## config.mk

```make
export PLATFORM = sky130hd
export DESIGN_NAME = uart_rx_buffer_flat
export DESIGN_NICKNAME = d
export VERILOG_FILES = /design/src/rtl/uart_rx_buffer_pkg.sv /design/src/rtl/uart_rx_buffer_if.sv /design/src/rtl/uart_rx_buffer_fifo_mem.sv /design/src/rtl/uart_rx_buffer.sv /design/src/flat_wrapper.sv
export SDC_FILE = /design/constraint.sdc
export NUM_CORES = 1
export LEC_CHECK = 0
export ABC_CLOCK_PERIOD_IN_PS = 3130
export BUFFER_PORTS_ARGS = -buffer_cell sky130_fd_sc_hd__buf_2
export CAP_MARGIN = 20
export CORE_ASPECT_RATIO = 1.1
export CORE_UTILIZATION = 32
export DETAILED_ROUTE_END_ITERATION = 10
export MAX_ROUTING_LAYER = met4
export PLACE_DENSITY = 0.51
export SLEW_MARGIN = 20
export SYNTH_ARGS = -nofsm -noshare
export SYNTH_HDL_FRONTEND = slang
export SYNTH_SLANG_ARGS = --single-unit
```

## constraint.sdc

```tcl
create_clock -name clk -period 3.13 [get_ports clk]
set_clock_uncertainty 0.1 [all_clocks]
set_input_delay 0.1565 -clock clk [delete_from_list [all_inputs] [get_ports clk]]
set_output_delay 0.1565 -clock clk [all_outputs]
set_load 0.005 [all_outputs]
```

## src/rtl/uart_rx_buffer_pkg.sv

```systemverilog
// Shared types and helpers for the UART receive buffer.
package uart_pkg;

    // Widest byte the parity helper handles; narrower bytes are zero-extended.
    localparam int DATA_W = 8;

    typedef enum logic {
        PAR_EVEN = 1'b0,
        PAR_ODD  = 1'b1
    } parity_t;

    // Parity bit the transmitter should have sent for this byte.
    function automatic logic calc_parity(input logic [DATA_W-1:0] data, input parity_t mode);
        return (^data) ^ (mode == PAR_ODD);
    endfunction

endpackage

```

## src/rtl/uart_rx_buffer_if.sv

```systemverilog
// Deframer-side write strobe, consumer-side read port and status of the RX buffer.
interface uart_rx_buffer_if #(
    parameter int DATA_W = 8,
    parameter int DEPTH  = 8
);
    logic [DATA_W-1:0]        rx_data;
    logic                     rx_parity;
    logic                     rx_valid;
    logic                     rd_en;
    logic                     clr_err;
    logic [DATA_W-1:0]        rd_data;
    logic                     rd_perr;
    logic                     empty;
    logic                     full;
    logic [$clog2(DEPTH):0]   level;
    logic                     overrun;
    logic                     perr_sticky;

    modport master (
        output rx_data, rx_parity, rx_valid, rd_en, clr_err,
        input  rd_data, rd_perr, empty, full, level, overrun, perr_sticky
    );

    modport slave (
        input  rx_data, rx_parity, rx_valid, rd_en, clr_err,
        output rd_data, rd_perr, empty, full, level, overrun, perr_sticky
    );
endinterface

```

## src/rtl/uart_rx_buffer_fifo_mem.sv

```systemverilog
// Entry storage: one synchronous write port, one combinational read port, no reset.
module uart_fifo_mem #(
    parameter int DEPTH = 8,
    parameter int WIDTH = 9
) (
    input  logic                     clk,
    input  logic                     we_i,
    input  logic [$clog2(DEPTH)-1:0] waddr_i,
    input  logic [WIDTH-1:0]         wdata_i,
    input  logic [$clog2(DEPTH)-1:0] raddr_i,
    output logic [WIDTH-1:0]         rdata_o
);

    logic [WIDTH-1:0] mem_q [DEPTH];

    // Store the incoming entry on the write strobe.
    always_ff @(posedge clk) begin
        if (we_i) begin
            mem_q[waddr_i] <= wdata_i;
        end
    end

    // Show-ahead read of the addressed entry.
    always_comb begin
        rdata_o = mem_q[raddr_i];
    end

endmodule

```

## src/rtl/uart_rx_buffer.sv

```systemverilog
// UART RX buffer: parity check, FIFO pointers, show-ahead head and sticky error status.
module uart_rx_buffer
    import uart_pkg::*;
#(
    parameter int DATA_W     = 8,
    parameter int DEPTH      = 8,
    parameter int ODD_PARITY = 0
) (
    input  logic               clk,
    input  logic               reset,
    uart_rx_buffer_if.slave    bus
);

    localparam int AW    = $clog2(DEPTH);
    localparam int PKG_W = uart_pkg::DATA_W;
    localparam parity_t PAR_MODE = (ODD_PARITY != 0) ? PAR_ODD : PAR_EVEN;

    logic [AW:0]       wr_ptr_q, wr_ptr_d;
    logic [AW:0]       rd_ptr_q, rd_ptr_d;
    logic              overrun_q, overrun_d;
    logic              perr_q, perr_d;
    logic              empty, full;
    logic              do_wr, do_rd, drop;
    logic              perr;
    logic [PKG_W-1:0]  par_data;
    logic [DATA_W:0]   mem_rdata;

    // Zero-extension leaves the XOR reduction unchanged, so DATA_W may be narrower than the package width.
    assign par_data = PKG_W'(bus.rx_data);
    assign perr     = bus.rx_parity != calc_parity(par_data, PAR_MODE);

    assign empty = (wr_ptr_q == rd_ptr_q);
    assign full  = (wr_ptr_q[AW] != rd_ptr_q[AW]) && (wr_ptr_q[AW-1:0] == rd_ptr_q[AW-1:0]);

    // A pop on the same edge frees the slot, so a full FIFO still accepts the frame.
    assign do_wr = bus.rx_valid && (!full || bus.rd_en);
    assign do_rd = bus.rd_en && !empty;
    assign drop  = bus.rx_valid && full && !bus.rd_en;

    // Next-state for pointers and sticky flags; a set event beats a clear in the same cycle.
    always_comb begin
        wr_ptr_d  = wr_ptr_q;
        rd_ptr_d  = rd_ptr_q;
        overrun_d = overrun_q;
        perr_d    = perr_q;
        if (do_wr) wr_ptr_d = wr_ptr_q + 1'b1;
        if (do_rd) rd_ptr_d = rd_ptr_q + 1'b1;
        if (bus.clr_err) begin
            overrun_d = 1'b0;
            perr_d    = 1'b0;
        end
        if (drop)          overrun_d = 1'b1;
        if (do_wr && perr) perr_d    = 1'b1;
    end

    // State registers, cleared asynchronously.
    always_ff @(posedge clk or negedge reset) begin
        if (!reset) begin
            wr_ptr_q  <= '0;
            rd_ptr_q  <= '0;
            overrun_q <= 1'b0;
            perr_q    <= 1'b0;
        end else begin
            wr_ptr_q  <= wr_ptr_d;
            rd_ptr_q  <= rd_ptr_d;
            overrun_q <= overrun_d;
            perr_q    <= perr_d;
        end
    end

    uart_fifo_mem #(
        .DEPTH (DEPTH),
        .WIDTH (DATA_W + 1)
    ) u_mem (
        .clk     (clk),
        .we_i    (do_wr),
        .waddr_i (wr_ptr_q[AW-1:0]),
        .wdata_i ({perr, bus.rx_data}),
        .raddr_i (rd_ptr_q[AW-1:0]),
        .rdata_o (mem_rdata)
    );

    // Head entry is masked while empty so stale storage never reaches the consumer.
    always_comb begin
        bus.rd_data     = empty ? '0 : mem_rdata[DATA_W-1:0];
        bus.rd_perr     = empty ? 1'b0 : mem_rdata[DATA_W];
        bus.empty       = empty;
        bus.full        = full;
        bus.level       = wr_ptr_q - rd_ptr_q;
        bus.overrun     = overrun_q;
        bus.perr_sticky = perr_q;
    end

endmodule

```

## src/flat_wrapper.sv

```systemverilog
// flat-port wrapper written by rule: the top's interface ports become plain ports
module uart_rx_buffer_flat import uart_pkg::*;
#(
    parameter int DATA_W     = 8,
    parameter int DEPTH      = 8,
    parameter int ODD_PARITY = 0
)
  (clk, reset, bus_rx_data, bus_rx_parity, bus_rx_valid, bus_rd_en, bus_clr_err, bus_rd_data, bus_rd_perr, bus_empty, bus_full, bus_level, bus_overrun, bus_perr_sticky);
  uart_rx_buffer_if #(.DATA_W(DATA_W), .DEPTH(DEPTH)) bus_i ();
  input  logic clk;
  input  logic reset;
  input wire logic [$bits(bus_i.rx_data)-1:0] bus_rx_data;
  input wire logic [$bits(bus_i.rx_parity)-1:0] bus_rx_parity;
  input wire logic [$bits(bus_i.rx_valid)-1:0] bus_rx_valid;
  input wire logic [$bits(bus_i.rd_en)-1:0] bus_rd_en;
  input wire logic [$bits(bus_i.clr_err)-1:0] bus_clr_err;
  output wire logic [$bits(bus_i.rd_data)-1:0] bus_rd_data;
  output wire logic [$bits(bus_i.rd_perr)-1:0] bus_rd_perr;
  output wire logic [$bits(bus_i.empty)-1:0] bus_empty;
  output wire logic [$bits(bus_i.full)-1:0] bus_full;
  output wire logic [$bits(bus_i.level)-1:0] bus_level;
  output wire logic [$bits(bus_i.overrun)-1:0] bus_overrun;
  output wire logic [$bits(bus_i.perr_sticky)-1:0] bus_perr_sticky;
  assign bus_i.rx_data = bus_rx_data;
  assign bus_i.rx_parity = bus_rx_parity;
  assign bus_i.rx_valid = bus_rx_valid;
  assign bus_i.rd_en = bus_rd_en;
  assign bus_i.clr_err = bus_clr_err;
  assign bus_rd_data = bus_i.rd_data;
  assign bus_rd_perr = bus_i.rd_perr;
  assign bus_empty = bus_i.empty;
  assign bus_full = bus_i.full;
  assign bus_level = bus_i.level;
  assign bus_overrun = bus_i.overrun;
  assign bus_perr_sticky = bus_i.perr_sticky;
  uart_rx_buffer #(.DATA_W(DATA_W), .DEPTH(DEPTH), .ODD_PARITY(ODD_PARITY)) u_core (.clk(clk), .reset(reset), .bus(bus_i));
endmodule
```

# Word-level counts from Yosys, hierarchy flattened
# Memory sizes are Yosys's and may differ from the RTL's.
# Index checks and enable logic that the tools add are counted.
# totals
regBits	10
latch_bits	0
mem_bits_rw	72
mem_bits_ro	0
input_bits	14
output_inout_bits	17
word_cells	32
n_memories	1
# classes
addsub	3
mul	0
div_mod_pow	0
order_cmp	0
eq_ne	4
shift	0
n_mux	7
bitwise_logic	0
reduce_logical	13
# mem_list
memory	depth	width	rd	rd_ports_with_merged_regs	write_ports	line	source
u_core.u_mem.mem_q	8	9	1	0	1	uart_rx_buffer_fifo_mem.sv:14	logic [WIDTH-1:0] mem_q [DEPTH];
# op_table
op	n
adder 4 x 1 -> 4 bit (second input constant)	2
2-to-1 mux 8 bit	1
parity 8 bit	1
logical AND 1 bit	6
2-to-1 mux 1 bit	6
equality test 4 bit	1
nonzero test 2 bit	2
subtractor 4 bit	1
equality test 3 bit	1
logical NOT 1 bit	3
inequality test 1 bit	2
logical OR 1 bit	1

# Logic depth before layout (Yosys ltp)
# logic_depth
depth_word	7
ltp_mapped	9

# Hierarchy
# From an unflattened synthesis, not the netlist that was laid out.
# hier_totals
hier_cells	188
hier_area_um2	3562.2
# by_module_without_submodules
mod	instances	cells_per_inst	area_per_inst_um2	seq_area_each_um2
uart_fifo_mem	1	117	2839.0	2162.1
uart_rx_buffer	1	71	723.2	250.2

# Least setup slack after synthesis
# OpenSTA, ideal clock, no wires.
# synth_timing
path_kind	register -> register
startpoint	reg u_core.rd_ptr_q[1]
endpoint	mem u_core.u_mem.mem_q[0][0], enable pin
setup_time_ps	387
arrival_ps	2345
required_ps	2643
slack_ps	299
path_stages_with_launch	10
n_path_buf	3
synth_period_minus_slack_ps	2831
path_cell_list	dfrtp_1 > clkbuf_1 > buf_4 > buf_4 > inv_1 > ha_1 > nand3_1 > or3_4 > nand3_1 > nor3_1
# synth_between
elab_chain_len	7
# synth_rtl
item	line	source
from (decl)	uart_rx_buffer.sv:19	logic [AW:0] rd_ptr_q, rd_ptr_d;
from (signal assigned)	uart_rx_buffer.sv:65	rd_ptr_q <= rd_ptr_d;
equality test 3 bit	uart_rx_buffer.sv:33	assign full = (wr_ptr_q[AW] != rd_ptr_q[AW]) && (wr_ptr_q[AW-1:0] == rd_ptr_q[AW-1:0]);
logical AND 1 bit	uart_rx_buffer.sv:33	
logical NOT 1 bit	uart_rx_buffer.sv:36	assign do_wr = bus.rx_valid && (!full || bus.rd_en);
logical OR 1 bit	uart_rx_buffer.sv:36	
logical AND 1 bit	uart_rx_buffer.sv:36	
2-to-1 mux 1 bit	uart_rx_buffer_fifo_mem.sv:18	if (we_i) begin
2-to-1 mux 1 bit (not written as such)	uart_rx_buffer_fifo_mem.sv:19	mem_q[waddr_i] <= wdata_i;
to (decl)	uart_rx_buffer_fifo_mem.sv:14	
# Every way passes these cells.

# Final worst setup path
# layout_timing
startpoint	reg u_core.wr_ptr_q[0]
endpoint	mem u_core.u_mem.mem_q[1][3], enable pin
# layout_between
elab_chain_len	7
# layout_rtl
item	line	source
from (decl)	uart_rx_buffer.sv:18	logic [AW:0] wr_ptr_q, wr_ptr_d;
from (signal assigned)	uart_rx_buffer.sv:64	wr_ptr_q <= wr_ptr_d;
equality test 3 bit	uart_rx_buffer.sv:33	
logical AND 1 bit	uart_rx_buffer.sv:33	
logical NOT 1 bit	uart_rx_buffer.sv:36	
logical OR 1 bit	uart_rx_buffer.sv:36	
logical AND 1 bit	uart_rx_buffer.sv:36	
2-to-1 mux 1 bit	uart_rx_buffer_fifo_mem.sv:18	
2-to-1 mux 1 bit (not written as such)	uart_rx_buffer_fifo_mem.sv:19	
# Parallel ways exist; a longest one is shown, timed or not.

==> impl_metrics.yaml <==
run:
  maxCapViolCount: 0
setup_path:
  crit_arrival_ps: 2480
  reg2reg_slack_ps: 510
  reg2reg_depth: 6
  crit_fanout: 9
  cp-start-kind: "flip-flop"
  criticalPathCategory: "reg -> reg"
  cp.required_ps: 2980
  end_kind: "flip-flop"
routing:
  drt_iter0_drc: 99
  post_drt_via_cell_ratio: 4.533
  ant_nets: 0
  drt_wl_total_mm: 6.736
  num_vias: 1827
  drcViolationCount: 0
  wl_per_cell_um: 16.71
  dr.pass1.iters: 6
floorplanning:
  die_w_um: 101.5
  dieArea_um2: 11320
  io_pins: 31
  rows: 39
  die_y_um: 111.5
  start_util: 0.3324
  core_area_um2: 10490
layout:
  area_delta_synth_final_pct: 17.58
  fillers: 991
  multi_input_area_um2: 989.7
  antenna_cells: 0
  mostFrequentLayoutCell: "edfxtp_1"
  seqCellArea_um2: 2414
  final_cell_mix: "72 x edfxtp_1, 36 x mux2i_1, 30 x buf_2"
  layout.nets: 275
  layout-drive-gt1-share: 0.2038
timing:
  tightest_slew_ps: 848.9
  fin_setup_tns_ps: 0
  finalHoldViolations: 0
  hold_slack_ps: 39.34
  period_needed_ps: 2624
  rsz0062_at_grt: "no"
  setup_viol: 0
  fmax_mhz: 381.0
  drv_slew: 0
  period_share: 0.8385
  max-slew-margin-rel: 0.4320
global_routing:
  grt-ovfl-total: 0
  grt_pass1_wl_mm: 10.72
  grt_max_degree: 41
  grtUsageTotal: 0.1349
  antenna_found_initial: 0
  grt_pass1_vias: 1859
synth:
  synth_nets: 238
  syn-cell-area_um2: 3487
  synth.distinct_cells: 33
  synth_cells: 218
  syn_avg_cell_area_um2: 16.00
  synth_ff_type: "edfxtp_1"
  ys_seq_area_frac: 0.6918
  ys_ff_latch: 82
  synth-edff-count: 72
  yosysWarnings: 0
  synth-async-reset-ratio: 0.1220
clock_network:
  tritoncts: "built"
  insertion_delay_ps: 330
  cts.sink_count: 82
  post_cts_resized: 0
  cts_root_buffer: "clkbuf_16"
  clk_pin_slew_ps: 60
  cts_buffers: 9
  htree_num_levels: 3
  clockBufferDepth: 2
placement:
  post-dp-hpwl_mm: 4.512
  place_congestion: 0.7566
  io_buffers: 30
power_and_ir_drop:
  peakVddDrop_uv: 382.8
  power_density_nw_per_um2: 996.7
  p_leak_uw: 0.001579
min_path:
  hold_path_class: "in -> reg"
  hold_depth: 3
outcome:
  status: "finished, final reports clean"
[cell type report]
| class | instances | share of cell area |
|---|---|---|
| sequential | 82 | 0.5886 |
| clock buffer | 11 | 0.05676 |
| timing repair buffer | 35 | 0.04699 |
| inverter | 10 | 0.009155 |
| clock inverter | 5 | 0.01343 |
| multi-input combinational | 117 | 0.2414 |
| tap | 143 | 0.04364 |
[critical path, cell delays in order (launching register included)]
cell,delay [ps]
dfrtp_1,480
inv_1,100
ha_1,330
nand3_1,150
or3_4,190
nand3_1,180
nor2_1,710
[timing repair]
item	CTS	global route
hold buffers	2	0
setup endpoints to repair	0	0
endpoints found under the hold margin	11	0
buffers inserted	0	0
[path summary, 6_finish.rpt]
kind,from,endpoint
max,u_core.wr_ptr_q[0],u_core.u_mem.mem_q[1][3]
min,bus_rx_valid,u_core.bus.overrun
max reg2reg,u_core.wr_ptr_q[0],u_core.u_mem.mem_q[1][3]
min reg2reg,u_core.bus.overrun,u_core.bus.overrun
max in group asynchronous,reset,u_core.rd_ptr_q[1]
min in group asynchronous,reset,u_core.bus.perr_sticky
[report_power, final]
group	switching, uW	total [uW]	internal (uW)	leakage [uW]
combinational	853	1540	684	0.000669
clock	399	1010	615	0.000137
sequential	111	1540	1420	0.000773
[Yosys cell counts (2+ instances only)]
library cell	count	area [um^2]
buf_4	3	22.52
nor2b_1	2	12.51
nor3_1	2	10.01
xor2_1	2	17.52
dfrtp_1	10	250.2
nor2_1	8	30.03
inv_1	10	37.54
xnor2_1	12	105.1
nand3_1	4	20.02
a221oi_1	9	78.83
nand4_1	2	12.51
clkbuf_1	2	7.510
mux2i_1	36	360.4
edfxtp_1	72	2162
buf_2	2	10.01
buf_1	2	7.510
ha_1	5	62.56
a22oi_1	9	67.56
nand2_1	12	45.04
[metrics by stage]
stage               cells  area (um^2)  total power (uW)  utilization  setup WS [ps]
global route          403         4100              4367       0.3908          297.3
floorplan             218         3487              2598            -          298.6
finish                403         4100              4087       0.3908          505.6
detailed placement    385         3792              3133       0.3615          530.4
global placement      385         3792              3128       0.3615          553.8
CTS                   403         4100              4150       0.3908          520.0
[cell families after synthesis]
kind of cell | count (synthesis) | share of synthesized area
AOI/OAI and AO/OA | 23 | 0.05562
xor gates and xnor gates | 16 | 0.04629
adders and majority gates | 6 | 0.02368
buffers and inverters | 19 | 0.02440
DFF | 82 | 0.6918
muxes | 38 | 0.1109
and+or+nand+nor | 34 | 0.04736
[routing by layer]
metal  track usage  up-vias  part of all wire
li1              -      903                 -
met1        0.1787      897              0.49
met2        0.1946       19              0.48
met3       0.03076        8             0.020
met4       0.06377        0             0.016
met5             -        -                 0
[flip-flops by register name, summed over array words and instances (netlist names)]
name and flops:
u_core.bus.overrun 1, u_core.bus.perr_sticky 1, u_core.rd_ptr_q 4, u_core.u_mem.mem_q 72
u_core.wr_ptr_q 4
Power figures use the tool's default switching activity.
